===== src/rtl/am_header_insert_if.sv =====
`default_nettype none
// +------------------------------------------------------------------------+
// | am_header_insert_if                                                    |
// | AXI-Stream bundle used on both sides of am_header_insert.              |
// | Rev 1.0 - initial release                                              |
// +------------------------------------------------------------------------+
interface am_header_insert_if #(
   parameter int TDATA_WIDTH = 64,
   parameter int TDEST_WIDTH = 16,
   parameter int TID_WIDTH   = 16,
   parameter int TUSER_WIDTH = 16,
   parameter int TKEEP_WIDTH = TDATA_WIDTH / 8
);
   logic [TDATA_WIDTH-1:0] TDATA;
   logic                   TVALID;
   logic                   TREADY;
   logic [TDEST_WIDTH-1:0] TDEST;
   logic                   TLAST;
   logic [TKEEP_WIDTH-1:0] TKEEP;
   logic [TID_WIDTH-1:0]   TID;
   logic [TUSER_WIDTH-1:0] TUSER;

   modport master (
      output TDATA, TVALID, TDEST, TLAST, TKEEP, TID, TUSER,
      input  TREADY
   );

   modport slave (
      input  TDATA, TVALID, TDEST, TLAST, TKEEP, TID, TUSER,
      output TREADY
   );
endinterface
`default_nettype wire


===== src/rtl/am_header_insert.sv =====
`default_nettype none
// +------------------------------------------------------------------------+
// | am_header_insert                                                       |
// | Prepends a {TDEST, beat count, dest ID} header beat to each AXIS       |
// | packet. Optional length check/truncation: AM_HEADER_LEN_CHECK_EN.      |
// | Rev 1.0 - initial release                                              |
// +------------------------------------------------------------------------+
module am_header_insert #(
   parameter int TDATA_WIDTH = 64,
   parameter int TDEST_WIDTH = 16,
   parameter int TID_WIDTH   = 16,
   parameter int TUSER_WIDTH = 16,
   parameter int TKEEP_WIDTH = TDATA_WIDTH / 8
) (
   input  logic                  ap_clk,
   input  logic                  ap_rst_n,
   am_header_insert_if.slave     in_axis,
   am_header_insert_if.master    out_axis,
   output logic                  err_len
);

   typedef enum logic [1:0] {
      S_HDR  = 2'd0,
      S_PAY  = 2'd1,
      S_DROP = 2'd2
   } state_t;

   state_t                 r_state;
   state_t                 w_state_nxt;
   logic [TDATA_WIDTH-1:0] r_tdata;
   logic [TDATA_WIDTH-1:0] w_hdr;
   logic                   r_tvalid;
   logic                   r_tlast;
   logic [TKEEP_WIDTH-1:0] r_tkeep;
   logic [TDEST_WIDTH-1:0] r_tdest;
   logic                   w_slot_free;
   logic                   w_in_ready;
   logic                   w_load_hdr;
   logic                   w_load_pay;
   logic                   w_force_last;

   assign w_slot_free = ~r_tvalid | out_axis.TREADY;
   assign w_in_ready  = (r_state == S_PAY)  ? w_slot_free :
                        (r_state == S_DROP);

   always_comb begin
      w_hdr                      = '0;
      w_hdr[TID_WIDTH-1:0]       = in_axis.TID;
      w_hdr[16 +: TUSER_WIDTH]   = in_axis.TUSER;
      w_hdr[32 +: TDEST_WIDTH]   = in_axis.TDEST;
   end

`ifdef AM_HEADER_LEN_CHECK_EN
   logic [15:0]            r_beat_cnt;
   logic [TUSER_WIDTH-1:0] r_tuser;
   logic                   r_err;
   logic                   w_set_err;
   logic [16:0]            w_beat_num;
   logic [16:0]            w_tuser_ext;

   // 17-bit compare so a saturated counter cannot wrap into a false match
   assign w_beat_num  = {1'b0, r_beat_cnt} + 17'd1;
   assign w_tuser_ext = 17'(r_tuser);
`endif

   always_comb begin
      w_state_nxt  = r_state;
      w_load_hdr   = 1'b0;
      w_load_pay   = 1'b0;
      w_force_last = 1'b0;
`ifdef AM_HEADER_LEN_CHECK_EN
      w_set_err    = 1'b0;
`endif
      case (r_state)
         S_HDR: begin
            if (in_axis.TVALID && w_slot_free) begin
               w_load_hdr  = 1'b1;
               w_state_nxt = S_PAY;
            end
         end
         S_PAY: begin
            if (in_axis.TVALID && w_slot_free) begin
               w_load_pay = 1'b1;
`ifdef AM_HEADER_LEN_CHECK_EN
               if (in_axis.TLAST) begin
                  w_state_nxt = S_HDR;
                  w_set_err   = (w_beat_num != w_tuser_ext);
               end else if (w_beat_num >= w_tuser_ext) begin
                  w_force_last = 1'b1;
                  w_set_err    = 1'b1;
                  w_state_nxt  = S_DROP;
               end
`else
               if (in_axis.TLAST) begin
                  w_state_nxt = S_HDR;
               end
`endif
            end
         end
         S_DROP: begin
            if (in_axis.TVALID && in_axis.TLAST) begin
               w_state_nxt = S_HDR;
            end
         end
         default: w_state_nxt = S_HDR;
      endcase
   end

   always_ff @(posedge ap_clk or negedge ap_rst_n) begin
      if (!ap_rst_n) begin
         r_state  <= S_HDR;
         r_tdata  <= '0;
         r_tvalid <= 1'b0;
         r_tlast  <= 1'b0;
         r_tkeep  <= '0;
         r_tdest  <= '0;
      end else begin
         r_state <= w_state_nxt;
         if (w_load_hdr) begin
            r_tdata  <= w_hdr;
            r_tkeep  <= '1;
            r_tlast  <= 1'b0;
            r_tdest  <= in_axis.TDEST;
            r_tvalid <= 1'b1;
         end else if (w_load_pay) begin
            r_tdata  <= in_axis.TDATA;
            r_tkeep  <= in_axis.TKEEP;
            r_tlast  <= in_axis.TLAST | w_force_last;
            r_tvalid <= 1'b1;
         end else if (out_axis.TREADY) begin
            r_tvalid <= 1'b0;
         end
      end
   end

`ifdef AM_HEADER_LEN_CHECK_EN
   always_ff @(posedge ap_clk or negedge ap_rst_n) begin
      if (!ap_rst_n) begin
         r_beat_cnt <= '0;
         r_tuser    <= '0;
         r_err      <= 1'b0;
      end else begin
         if (w_load_hdr) begin
            r_beat_cnt <= '0;
            r_tuser    <= in_axis.TUSER;
         end else if (w_load_pay && (r_beat_cnt != 16'hFFFF)) begin
            r_beat_cnt <= r_beat_cnt + 16'd1;
         end
         if (w_set_err) begin
            r_err <= 1'b1;
         end
      end
   end

   assign err_len = r_err;
`else
   assign err_len = 1'b0;
`endif

   assign in_axis.TREADY  = w_in_ready;
   assign out_axis.TDATA  = r_tdata;
   assign out_axis.TVALID = r_tvalid;
   assign out_axis.TLAST  = r_tlast;
   assign out_axis.TKEEP  = r_tkeep;
   assign out_axis.TDEST  = r_tdest;
   assign out_axis.TID    = '0;
   assign out_axis.TUSER  = '0;

endmodule
`default_nettype wire


===== src/flat_wrapper.sv =====
// flat-port wrapper written by rule: the top's interface ports become plain ports
module am_header_insert_flat 
#(
   parameter int TDATA_WIDTH = 64,
   parameter int TDEST_WIDTH = 16,
   parameter int TID_WIDTH   = 16,
   parameter int TUSER_WIDTH = 16,
   parameter int TKEEP_WIDTH = TDATA_WIDTH / 8
)
  (ap_clk, ap_rst_n, err_len, in_axis_TDATA, in_axis_TVALID, in_axis_TDEST, in_axis_TLAST, in_axis_TKEEP, in_axis_TID, in_axis_TUSER, in_axis_TREADY, out_axis_TDATA, out_axis_TVALID, out_axis_TDEST, out_axis_TLAST, out_axis_TKEEP, out_axis_TID, out_axis_TUSER, out_axis_TREADY);
  am_header_insert_if #(.TDATA_WIDTH(TDATA_WIDTH), .TDEST_WIDTH(TDEST_WIDTH), .TID_WIDTH(TID_WIDTH), .TUSER_WIDTH(TUSER_WIDTH), .TKEEP_WIDTH(TKEEP_WIDTH)) in_axis_i ();
  am_header_insert_if #(.TDATA_WIDTH(TDATA_WIDTH), .TDEST_WIDTH(TDEST_WIDTH), .TID_WIDTH(TID_WIDTH), .TUSER_WIDTH(TUSER_WIDTH), .TKEEP_WIDTH(TKEEP_WIDTH)) out_axis_i ();
  input  logic ap_clk;
  input  logic ap_rst_n;
  output logic err_len;
  input wire logic [$bits(in_axis_i.TDATA)-1:0] in_axis_TDATA;
  input wire logic [$bits(in_axis_i.TVALID)-1:0] in_axis_TVALID;
  input wire logic [$bits(in_axis_i.TDEST)-1:0] in_axis_TDEST;
  input wire logic [$bits(in_axis_i.TLAST)-1:0] in_axis_TLAST;
  input wire logic [$bits(in_axis_i.TKEEP)-1:0] in_axis_TKEEP;
  input wire logic [$bits(in_axis_i.TID)-1:0] in_axis_TID;
  input wire logic [$bits(in_axis_i.TUSER)-1:0] in_axis_TUSER;
  output wire logic [$bits(in_axis_i.TREADY)-1:0] in_axis_TREADY;
  output wire logic [$bits(out_axis_i.TDATA)-1:0] out_axis_TDATA;
  output wire logic [$bits(out_axis_i.TVALID)-1:0] out_axis_TVALID;
  output wire logic [$bits(out_axis_i.TDEST)-1:0] out_axis_TDEST;
  output wire logic [$bits(out_axis_i.TLAST)-1:0] out_axis_TLAST;
  output wire logic [$bits(out_axis_i.TKEEP)-1:0] out_axis_TKEEP;
  output wire logic [$bits(out_axis_i.TID)-1:0] out_axis_TID;
  output wire logic [$bits(out_axis_i.TUSER)-1:0] out_axis_TUSER;
  input wire logic [$bits(out_axis_i.TREADY)-1:0] out_axis_TREADY;
  assign in_axis_i.TDATA = in_axis_TDATA;
  assign in_axis_i.TVALID = in_axis_TVALID;
  assign in_axis_i.TDEST = in_axis_TDEST;
  assign in_axis_i.TLAST = in_axis_TLAST;
  assign in_axis_i.TKEEP = in_axis_TKEEP;
  assign in_axis_i.TID = in_axis_TID;
  assign in_axis_i.TUSER = in_axis_TUSER;
  assign in_axis_TREADY = in_axis_i.TREADY;
  assign out_axis_TDATA = out_axis_i.TDATA;
  assign out_axis_TVALID = out_axis_i.TVALID;
  assign out_axis_TDEST = out_axis_i.TDEST;
  assign out_axis_TLAST = out_axis_i.TLAST;
  assign out_axis_TKEEP = out_axis_i.TKEEP;
  assign out_axis_TID = out_axis_i.TID;
  assign out_axis_TUSER = out_axis_i.TUSER;
  assign out_axis_i.TREADY = out_axis_TREADY;
  am_header_insert #(.TDATA_WIDTH(TDATA_WIDTH), .TDEST_WIDTH(TDEST_WIDTH), .TID_WIDTH(TID_WIDTH), .TUSER_WIDTH(TUSER_WIDTH), .TKEEP_WIDTH(TKEEP_WIDTH)) u_core (.ap_clk(ap_clk), .ap_rst_n(ap_rst_n), .in_axis(in_axis_i), .out_axis(out_axis_i), .err_len(err_len));
endmodule

===== config.mk =====
export PLATFORM = sky130hd
export DESIGN_NAME = am_header_insert_flat
export DESIGN_NICKNAME = d
export VERILOG_FILES = /design/src/rtl/am_header_insert_if.sv /design/src/rtl/am_header_insert.sv /design/src/flat_wrapper.sv
export SDC_FILE = /design/constraint.sdc
export NUM_CORES = 1
export LEC_CHECK = 0
export ABC_AREA = 0
export BUFFER_PORTS_ARGS = -buffer_cell sky130_fd_sc_hd__buf_4
export CORE_MARGIN = 1
export CORE_UTILIZATION = 40
export CTS_CLUSTER_SIZE = 14
export DETAILED_ROUTE_END_ITERATION = 8
export GPL_TIMING_DRIVEN = 0
export PLACE_DENSITY_LB_ADDON = 0.05
export SETUP_SLACK_MARGIN = 0.2
export SYNTH_ARGS = -nofsm -noshare
export SYNTH_HDL_FRONTEND = slang
export SYNTH_SLANG_ARGS = --single-unit
export TNS_END_PERCENT = 50

===== constraint.sdc =====
create_clock -name ap_clk -period 2.4 [get_ports ap_clk]
set_input_delay 0.48 -clock ap_clk [delete_from_list [all_inputs] [get_ports ap_clk]]
set_output_delay 0.48 -clock ap_clk [all_outputs]
set_load 0.01 [all_outputs]

==> results.cfg, run 1 <==
[status]
status = complete, no violations

[power_and_ir_drop]
pwr-share-seq_pct = 43.3
p_sw_share_pct = 31.0
p_switching_uw = 1460
powerDensity_nw_per_um2 = 733
leakagePower_uw = 0.00342
p_int_uw = 3250
clkPwrFrac_pct = 21.9
combPwrFrac_pct = 34.8
ir_drop_v = 0.000422

[cts]
cts.path.max_buffers = 2
clk_latency_ps = 350
numCtsBuffers = 9
cts.sinks = 91
hold_buffers = 0
clockRootBuffer = clkbuf_8
cts_resized = 1
htreeDepth = 3
path_clk_slew_ps = 90
cts_tree = yes
post-cts-setup-buffer-count = 0

[setup_path]
arrival_ps = 1600
path_max_fanout = 10
end_kind = output pin
path_delay_family = buffers and inverters
worst-path-buf-inv = 4
path_class = flip-flop to output pin
start_kind = flip-flop
crit_top_cell = buf_4
crit_required_ps = 1920
crit_path_max_incr_delay_ps = 410
path_cells = nand2b_4, buf_6, clkbuf_4, buf_4, and2_1, buf_4
cp_slowest_cell = dfrtp_1

[layout]
stdcell_count = 794
num_antenna_cells = 0
drive_gt1_share_pct = 45.7
multi_input_area_um2 = 1650
area_delta_synth_final_pct = 48.2
seq_area_um2 = 2280
final_nets = 779
fillCellCount = 879

[synthesis]
synth_top_flop_cell = dfrtp_1
ys_ff_latch = 91
synth_common_cells = a21oi_1, dfrtp_1, mux2i_1
yosysUniqueCellTypes = 20
synth_edf_count = 0
synth_area_leaders = dfrtp_1, mux2i_1, a21oi_1, buf_4, mux2_2
synth_seq_area_share_pct = 52.6
synth_top_area_cell = dfrtp_1
syn_avg_cell_area_um2 = 10.9
async_reset_ff_share_pct = 100
yosysWarnings = 0
syn_area_um2 = 4330
netlist_instances = 398
synth.most_common_cell = a21oi_1
synth_top_area_share_pct = 52.6

[timing]
period_share_pct = 86.5
fin_worst_skew_ps = 10.6
rsz0062_at_grt = no
slew_headroom_pct = 21.8
drv_slew = 0
finalCriticalPeriod_ps = 2080
finalSetupViolCount = 0
timing.fmax_ghz = 0.481
finalSetupTns_ps = 0
hold_viol_final = 0
worstMarginPinSlew_ps = 1170

[placement]
place_inst = 780
gp_congestion = 0.774
place_hpwl_um = 8940
port_buffers = 214

[drt]
drtIter0Drc = 117
drtPass1Iterations = 4
drc = 0
vias_per_cell = 4.72
num_vias = 3748
wl_per_cell_um = 14.7
drtAntennaViolNets = 0
wl_um = 11700

[global_routing]
grt_util_all_layers_pct = 21.1
grt_pass1_vias = 3682
grt_pass1_wl_um = 18500
grt_max_degree = 92
grt-ovfl-total = 0
antenna_found_initial = 0

[floorplan]
placementRows = 37
die_h_um = 106
io_pins = 249
die_w_um = 106
initial_utilization_pct = 41.6
coreArea_um2 = 10400
die_area_um2 = 11300

[min_path]
hold_class = input pin to async pin

[run]
cap_violations = 0
## per-layer routing
metal  up-vias  routed length (um)  GRT usage (%)
met5         -                   0              0
met4         0                 182           7.44
met3        16                 917           5.58
met2       148                5870           35.6
met1      1775                4730           25.9
li1       1809                   -              -
## cells by family (layout without fill, tap and decap cells)
family	count (synthesis)	in the layout	share of synthesized area, %
AOI/OAI and AO/OA	114	114	13.5
DFF	91	91	52.6
buffers and inverters	90	318	12.2
muxes	80	80	18.9
and+or+nand+nor	22	22	2.80
other	1	33	0.0865
## final cells by class
cell class                      count  share of cell area (%)
Timing Repair Buffer              214                    25.0
Buffer                             64                    6.76
Sequential cell                    91                    35.5
Clock inverter                      5                   0.838
Clock buffer                       10                    2.14
Inverter                           25                    1.46
Multi-Input combinational cell    249                    25.7
Tap cell                          136                    2.65
## worst reg2reg max path: stages, from the launching register on
cell and delay, ps:
dfrtp_1 320, buf_2 120, buf_4 270, buf_4 280
mux2i_1 260, a21oi_1 90
## sequential cells by signal (all words and copies together), names as in the netlist
register                count
u_core.out_axis.TDATA      64
u_core.out_axis.TLAST       1
u_core.out_axis.TKEEP       8
u_core.r_state              1
u_core.out_axis.TVALID      1
u_core.out_axis.TDEST      16
## per-stage QoR
| stage | power [uW] | cell area, um2 | utilization, % | setup slack (ps) | hold WS [ps] |
|---|---|---|---|---|---|
| 6_report | 4710 | 6420 | 61.7 | 323 | 303 |
| 5_1_grt | 4980 | 6420 | 61.7 | 212 | 347 |
| 4_1_cts | 4760 | 6420 | 61.6 | 258 | 346 |
| 3_5_place_dp | 3730 | 6230 | 59.8 | 382 | 495 |
| 3_3_place_gp | 3700 | 6230 | 59.8 | 382 | 491 |
| 2_1_floorplan | 2850 | 4450 | - | 692 | 184 |
## power groups by stage
stage	sequential (uW)	clock, uW	combinational, uW
global placement	2050	0	1650
detailed placement	2070	0	1670
finish	2040	1030	1640
CTS	2040	1060	1660
floorplan	2210	0	634
global route	2080	1110	1780
## layout by cell type, fill, tap and decap left out
cell       synthesis  layout
conb_1             1      33
bufinv_16          0       1
inv_1             25      25
buf_4             39     254
buf_2             10       8
clkbuf_1          12      11
clkbuf_8           0      10
nand2b_1           1       1
nand3b_4           1       1
o21a_1             1       1
buf_6              4       4
and2_4             1       1
clkinv_2           0       3
mux2_2            16      16
nand4_1            1       1
dfrtp_1           91      91
and2_1             1       1
o21ai_1            1       1
mux2i_1           64      64
a31oi_1            8       8
nand2b_4           1       1
clkinv_4           0       1
nand2_1           16      16
clkbuf_4           0       1
a21oi_1          104     104
## path summary, 6_finish.rpt
check | to | slack (ps) | start | depth (start not counted)
setup / recovery | in_axis_TREADY | 320 | u_core.out_axis.TVALID$_DFFE_PN0P_ | 6
min in group ap_clk | u_core.out_axis.TDEST[11]$_DFFE_PN0P_ | 370 | in_axis_TDEST[11] | 2
hold / removal | u_core.out_axis.TDATA[25]$_DFFE_PN0P_ | 300 | ap_rst_n | 1
hold reg to reg | u_core.out_axis.TDEST[10]$_DFFE_PN0P_ | 510 | u_core.out_axis.TDEST[10]$_DFFE_PN0P_ | 1
max in group asynchronous | u_core.out_axis.TDATA[37]$_DFFE_PN0P_ | 1280 | ap_rst_n | 1
setup reg to reg | u_core.out_axis.TDATA[14]$_DFFE_PN0P_ | 950 | u_core.r_state[0]$_DFFE_PN0P_ | 5
(Power assumes the default switching activity.)
==> inputs of run 2 (changes only) <==
- GPL_TIMING_DRIVEN: 0 -> 1
- PLACE_DENSITY: default -> 0.74
- PLACE_DENSITY_LB_ADDON: 0.05 -> default
==> results.cfg, run 2 (synthesis gave the netlist of run 1 again) <==
[power_and_ir_drop]
powerDensity_nw_per_um2 = 779
leakagePower_uw = 0.00321
total_power_uw = 4780
ir_drop_v = 0.000448

[status]
status = complete, no violations

[layout]
area_delta_synth_final_pct = 41.7
final_nets = 727
largest_reg_flops = 64
num_antenna_cells = 0
post-route-util_pct = 58.9
multi_input_area_um2 = 1650
layout_common_cells = buf_4, a21oi_1, dfrtp_1
fillCellCount = 888
seq_area_um2 = 2280
drive_gt1_share_pct = 43.1
stdcell_count = 742
layout_commonest_cell = buf_4

[timing]
rsz0062_at_grt = no
hold_viol_final = 0
fin_worst_skew_ps = 10.5
worstMarginPinSlew_ps = 679
finalSetupViolCount = 0
whs_ps = 147
finalCriticalPeriod_ps = 1810
finalSetupTns_ps = 0
drv_slew = 0
slew_headroom_pct = 54.7
period_share_pct = 75.6
timing.fmax_ghz = 0.551

[setup_path]
crit_path_max_incr_delay_ps = 630
path_cells = and2_1, buf_4
cp.depth = 2
cp_slowest_cell = dfrtp_4
start_kind = flip-flop
path_max_fanout = 25
path_delay_family = flip-flops
end_kind = output pin
path_class = flip-flop to output pin
arrival_ps = 1330
reg2reg_depth = 4
crit_required_ps = 1920
worst-path-buf-inv = 1

[global_routing]
antenna_found_initial = 0
grt_pass1_wl_um = 17400
grt_max_degree = 54
grt_pass1_vias = 3590
grt-ovfl-total = 0
grt_util_all_layers_pct = 19.9

[cts]
hold_buffers = 0
numCtsBuffers = 9
htreeDepth = 3
cts.path.max_buffers = 2
cts_resized = 0
post-cts-setup-buffer-count = 0
clockRootBuffer = clkbuf_8
cts.sinks = 91
path_clk_slew_ps = 100
clk_latency_ps = 360
cts_tree = yes

[run]
cap_violations = 0

[floorplan]
io_pins = 249
die_area_um2 = 11300
die_w_um = 106
die_h_um = 106
coreArea_um2 = 10400
initial_utilization_pct = 41.6
placementRows = 37

[placement]
port_buffers = 215
place_inst = 727
gp_congestion = 0.753
place_hpwl_um = 8380

[drt]
vias_per_cell = 4.83
num_vias = 3585
wl_um = 11100
drtIter0Drc = 154
drtAntennaViolNets = 0
drc = 0
wl_per_cell_um = 15.0
drtPass1Iterations = 4

[min_path]
hold_class = input pin to async pin
## run 2: changes by cell type in the layout (fill, tap and decap cells not counted)
| cell | delta |
|---|---|
| clkinvlp_4 | +1 |
| clkbuf_1 | -11 |
| buf_4 | -30 |
| dfrtp_1 | -1 |
| buf_12 | +2 |
| buf_2 | -8 |
| buf_6 | -4 |
| clkbuf_4 | -1 |
| dfrtp_4 | +1 |
| inv_6 | +1 |
| clkinv_2 | -3 |
| bufinv_16 | +1 |
## run 2: per-layer routing
layer,share of wire (%),wire length (um),track usage [%]
met1,40,4410,23.1
met2,51,5710,34.9
met3,7.6,841,5.27
met5,0,0,0
met4,1.4,152,7.84
## run 2: final cells by class
cell class | count | area share [%]
Inverter | 25 | 1.53
Multi-Input combinational cell | 249 | 26.9
Sequential cell | 91 | 37.2
Clock buffer | 10 | 2.24
Clock inverter | 5 | 1.39
Tap cell | 136 | 2.77
Timing Repair Buffer | 226 | 28.0
## run 2: through the flow
step | worst slack [ps] | area [um2]
after floorplan | 692 | 4450
after global placement | 677 | 5920
after detailed placement | 645 | 5920
after CTS | 564 | 6140
after global routing | 536 | 6140
final | 585 | 6140
## run 2: where the power goes
| group | internal [uW] | leakage, uW | switching, uW |
|---|---|---|---|
| sequential | 1860 | 0.00103 | 214 |
| clock | 615 | 0.000109 | 540 |
| combinational | 839 | 0.00207 | 712 |
| total | 3320 | 0.00321 | 1470 |
## run 2: final timing paths
kind | startpoint | to | slack [ps]
setup / recovery | u_core.r_state[0]$_DFFE_PN0P_ | in_axis_TREADY | 590
hold / removal | ap_rst_n | u_core.out_axis.TDEST[6]$_DFFE_PN0P_ | 150
setup reg to reg | u_core.out_axis.TVALID$_DFFE_PN0P_ | u_core.out_axis.TDATA[52]$_DFFE_PN0P_ | 850
hold reg to reg | u_core.out_axis.TDEST[15]$_DFFE_PN0P_ | u_core.out_axis.TDEST[15]$_DFFE_PN0P_ | 520
max in group asynchronous | ap_rst_n | u_core.out_axis.TKEEP[3]$_DFFE_PN0P_ | 1570
min in group ap_clk | in_axis_TDEST[0] | u_core.out_axis.TDEST[0]$_DFFE_PN0P_ | 360
==> inputs of run 3 (changes only) <==
- ABC_AREA: 0 -> 1
- clock period: 2.4 -> 1.8 ns (I/O delays scaled with it)
==> results.cfg, run 3 <==
[status]
status = complete, no violations

[layout]
layout_common_cells = buf_4, nand2_1, dfrtp_1
multi_input_area_um2 = 1560
final_nets = 849
num_antenna_cells = 0
layout_commonest_cell = buf_4
final_cell_area_um2 = 6140
fillCellCount = 974
seq_area_um2 = 2280
area_delta_synth_final_pct = 43.2
drive_gt1_share_pct = 35.7
post-route-util_pct = 59.2
largest_reg_flops = 64

[setup_path]
arrival_ps = 1180
path_max_fanout = 17
path_cells = inv_2, buf_12, a21oi_2, buf_4
end_kind = output pin
cp_slowest_cell = dfrtp_1
crit_required_ps = 1440
crit_path_max_incr_delay_ps = 370
path_class = flip-flop to output pin
start_kind = flip-flop

[power_and_ir_drop]
p_int_uw = 4320
ir_drop_v = 0.000459
clkPwrFrac_pct = 22.5
p_sw_share_pct = 33.0
p_switching_uw = 2130
pwr-share-seq_pct = 43.3
combPwrFrac_pct = 34.2
powerDensity_nw_per_um2 = 1050
leakagePower_uw = 0.00339

[cts]
cts_tree = yes
htreeDepth = 3
clk_latency_ps = 360
cts.sinks = 91
numCtsBuffers = 9
clockRootBuffer = clkbuf_8
path_clk_slew_ps = 80
cts.path.max_buffers = 2

[global_routing]
grt_pass1_vias = 3929
grt_util_all_layers_pct = 22.9
grt_max_degree = 58
grt_pass1_wl_um = 19900
antenna_found_initial = 0
grt-ovfl-total = 0

[drt]
drtAntennaViolNets = 0
vias_per_cell = 4.75
wl_per_cell_um = 14.9
drtPass1Iterations = 5
wl_um = 12900
num_vias = 4108
drc = 0
drtIter0Drc = 224

[timing]
finalCriticalPeriod_ps = 1540
period_share_pct = 85.5
finalSetupViolCount = 0
rsz0062_at_grt = yes
finalSetupTns_ps = 0
drv_slew = 0
hold_viol_final = 0
fin_worst_skew_ps = 18.9
timing.fmax_ghz = 0.650

[synthesis]
syn_area_um2 = 4290
synth_top_area_cell = dfrtp_1
yosysWarnings = 0
synth_area_leaders = dfrtp_1, nand2_1, nand4_1, buf_4, nor2_1
ys_ff_latch = 91
synth_top_flop_cell = dfrtp_1
synth.most_common_cell = nand2_1
syn_avg_cell_area_um2 = 8.40
yosysUniqueCellTypes = 19
synth_common_cells = nand2_1, dfrtp_1, nor2_1
synth_seq_area_share_pct = 53.1
synth_edf_count = 0
netlist_instances = 510
async_reset_ff_share_pct = 100
synth_top_area_share_pct = 53.1

[floorplan]
initial_utilization_pct = 41.3
coreArea_um2 = 10400
io_pins = 249
die_h_um = 106
die_w_um = 106
die_area_um2 = 11100
placementRows = 37

[placement]
port_buffers = 215
place_area_um2 = 5880
gp_congestion = 0.901
place_hpwl_um = 9370

[run]
cap_violations = 0

[min_path]
hold_class = input pin to flip-flop
-- run 3: changes by cell type after synthesis, moves of 7 or more --
cell | before | now
a21oi_1 | 104 | 3
a31oi_1 | 8 | 0
buf_2 | 10 | 19
clkbuf_1 | 12 | 1
mux2_2 | 16 | 0
mux2i_1 | 64 | 0
nand2_1 | 16 | 176
nand3_1 | 0 | 33
nand4_1 | 1 | 44
nor2_1 | 0 | 56
o21ai_1 | 1 | 8
-- run 3: path summary, 6_finish.rpt --
check	slack, ps	cells past startpoint	endpoint	startpoint
max	260	4	in_axis_TREADY	u_core.r_state[0]$_DFFE_PN0P_
min	190	2	u_core.r_state[0]$_DFFE_PN0P_	in_axis_TLAST
max reg2reg	310	7	u_core.out_axis.TDATA[17]$_DFFE_PN0P_	u_core.r_state[0]$_DFFE_PN0P_
min reg2reg	480	2	u_core.out_axis.TDEST[12]$_DFFE_PN0P_	u_core.out_axis.TDEST[12]$_DFFE_PN0P_
max in group asynchronous	970	3	u_core.out_axis.TDATA[56]$_DFFE_PN0P_	ap_rst_n
min in group asynchronous	510	3	u_core.out_axis.TDEST[1]$_DFFE_PN0P_	ap_rst_n
-- run 3: metrics by stage --
| stage | hold slack (ps) | cells | worst slack [ps] | power (uW) |
|---|---|---|---|---|
| final | 195 | 865 | 261 | 6450 |
| after global routing | 193 | 865 | 173 | 6820 |
| after CTS | 173 | 865 | 227 | 6510 |
| after global placement | 356 | 846 | 287 | 4970 |
| after floorplan | 64.4 | 542 | 528 | 3820 |
| after detailed placement | 351 | 846 | 291 | 5020 |
-- run 3: per-layer routing --
layer	up-vias	track usage (%)	share of wire [%]
met2	207	38.7	50
met1	1908	28.7	41
li1	1983	-	-
met4	0	9.13	1.1
met5	-	0	0
met3	10	4.82	7.9
-- run 3: cell type report --
type	instances	share of cell area (%)
sequential	91	37.1
timing repair buffer	235	29.5
multi-input combinational	359	25.4
tap	136	2.77
clock buffer	11	2.47
inverter	28	1.75
clock inverter	5	0.999
-- run 3: timing repair --
action                                  in CTS  in global routing
endpoints found under the setup margin       1                 24
gates resized for setup                      4                  1
endpoints found under the hold margin       34                  0
buffers inserted                             2                  0
hold buffers                                 1                  0
pin swaps                                    0                  0
-- run 3: logic make-up after synthesis --
group                  share of synthesized area [%]
AND/OR/NAND/NOR                                 31.9
buffers and inverters                           13.3
flip-flops                                      53.1
AO/OA/AOI/OAI                                   1.52
other                                         0.0875
-- run 3: power groups by stage --
stage          Clock, uW  Combinational (uW)  Sequential, uW
2_1_floorplan          0                 799            3020
3_3_place_gp           0                2160            2810
3_5_place_dp           0                2200            2830
4_1_cts             1480                2230            2800
5_1_grt             1560                2410            2850
6_report            1450                2210            2800
-- run 3: critical path, delay by kind of cell, from the launching register on --
family	cells	cell delay, ps
buffers and inverters	3	360
DFF	1	370
AOI/OAI and AO/OA	1	110
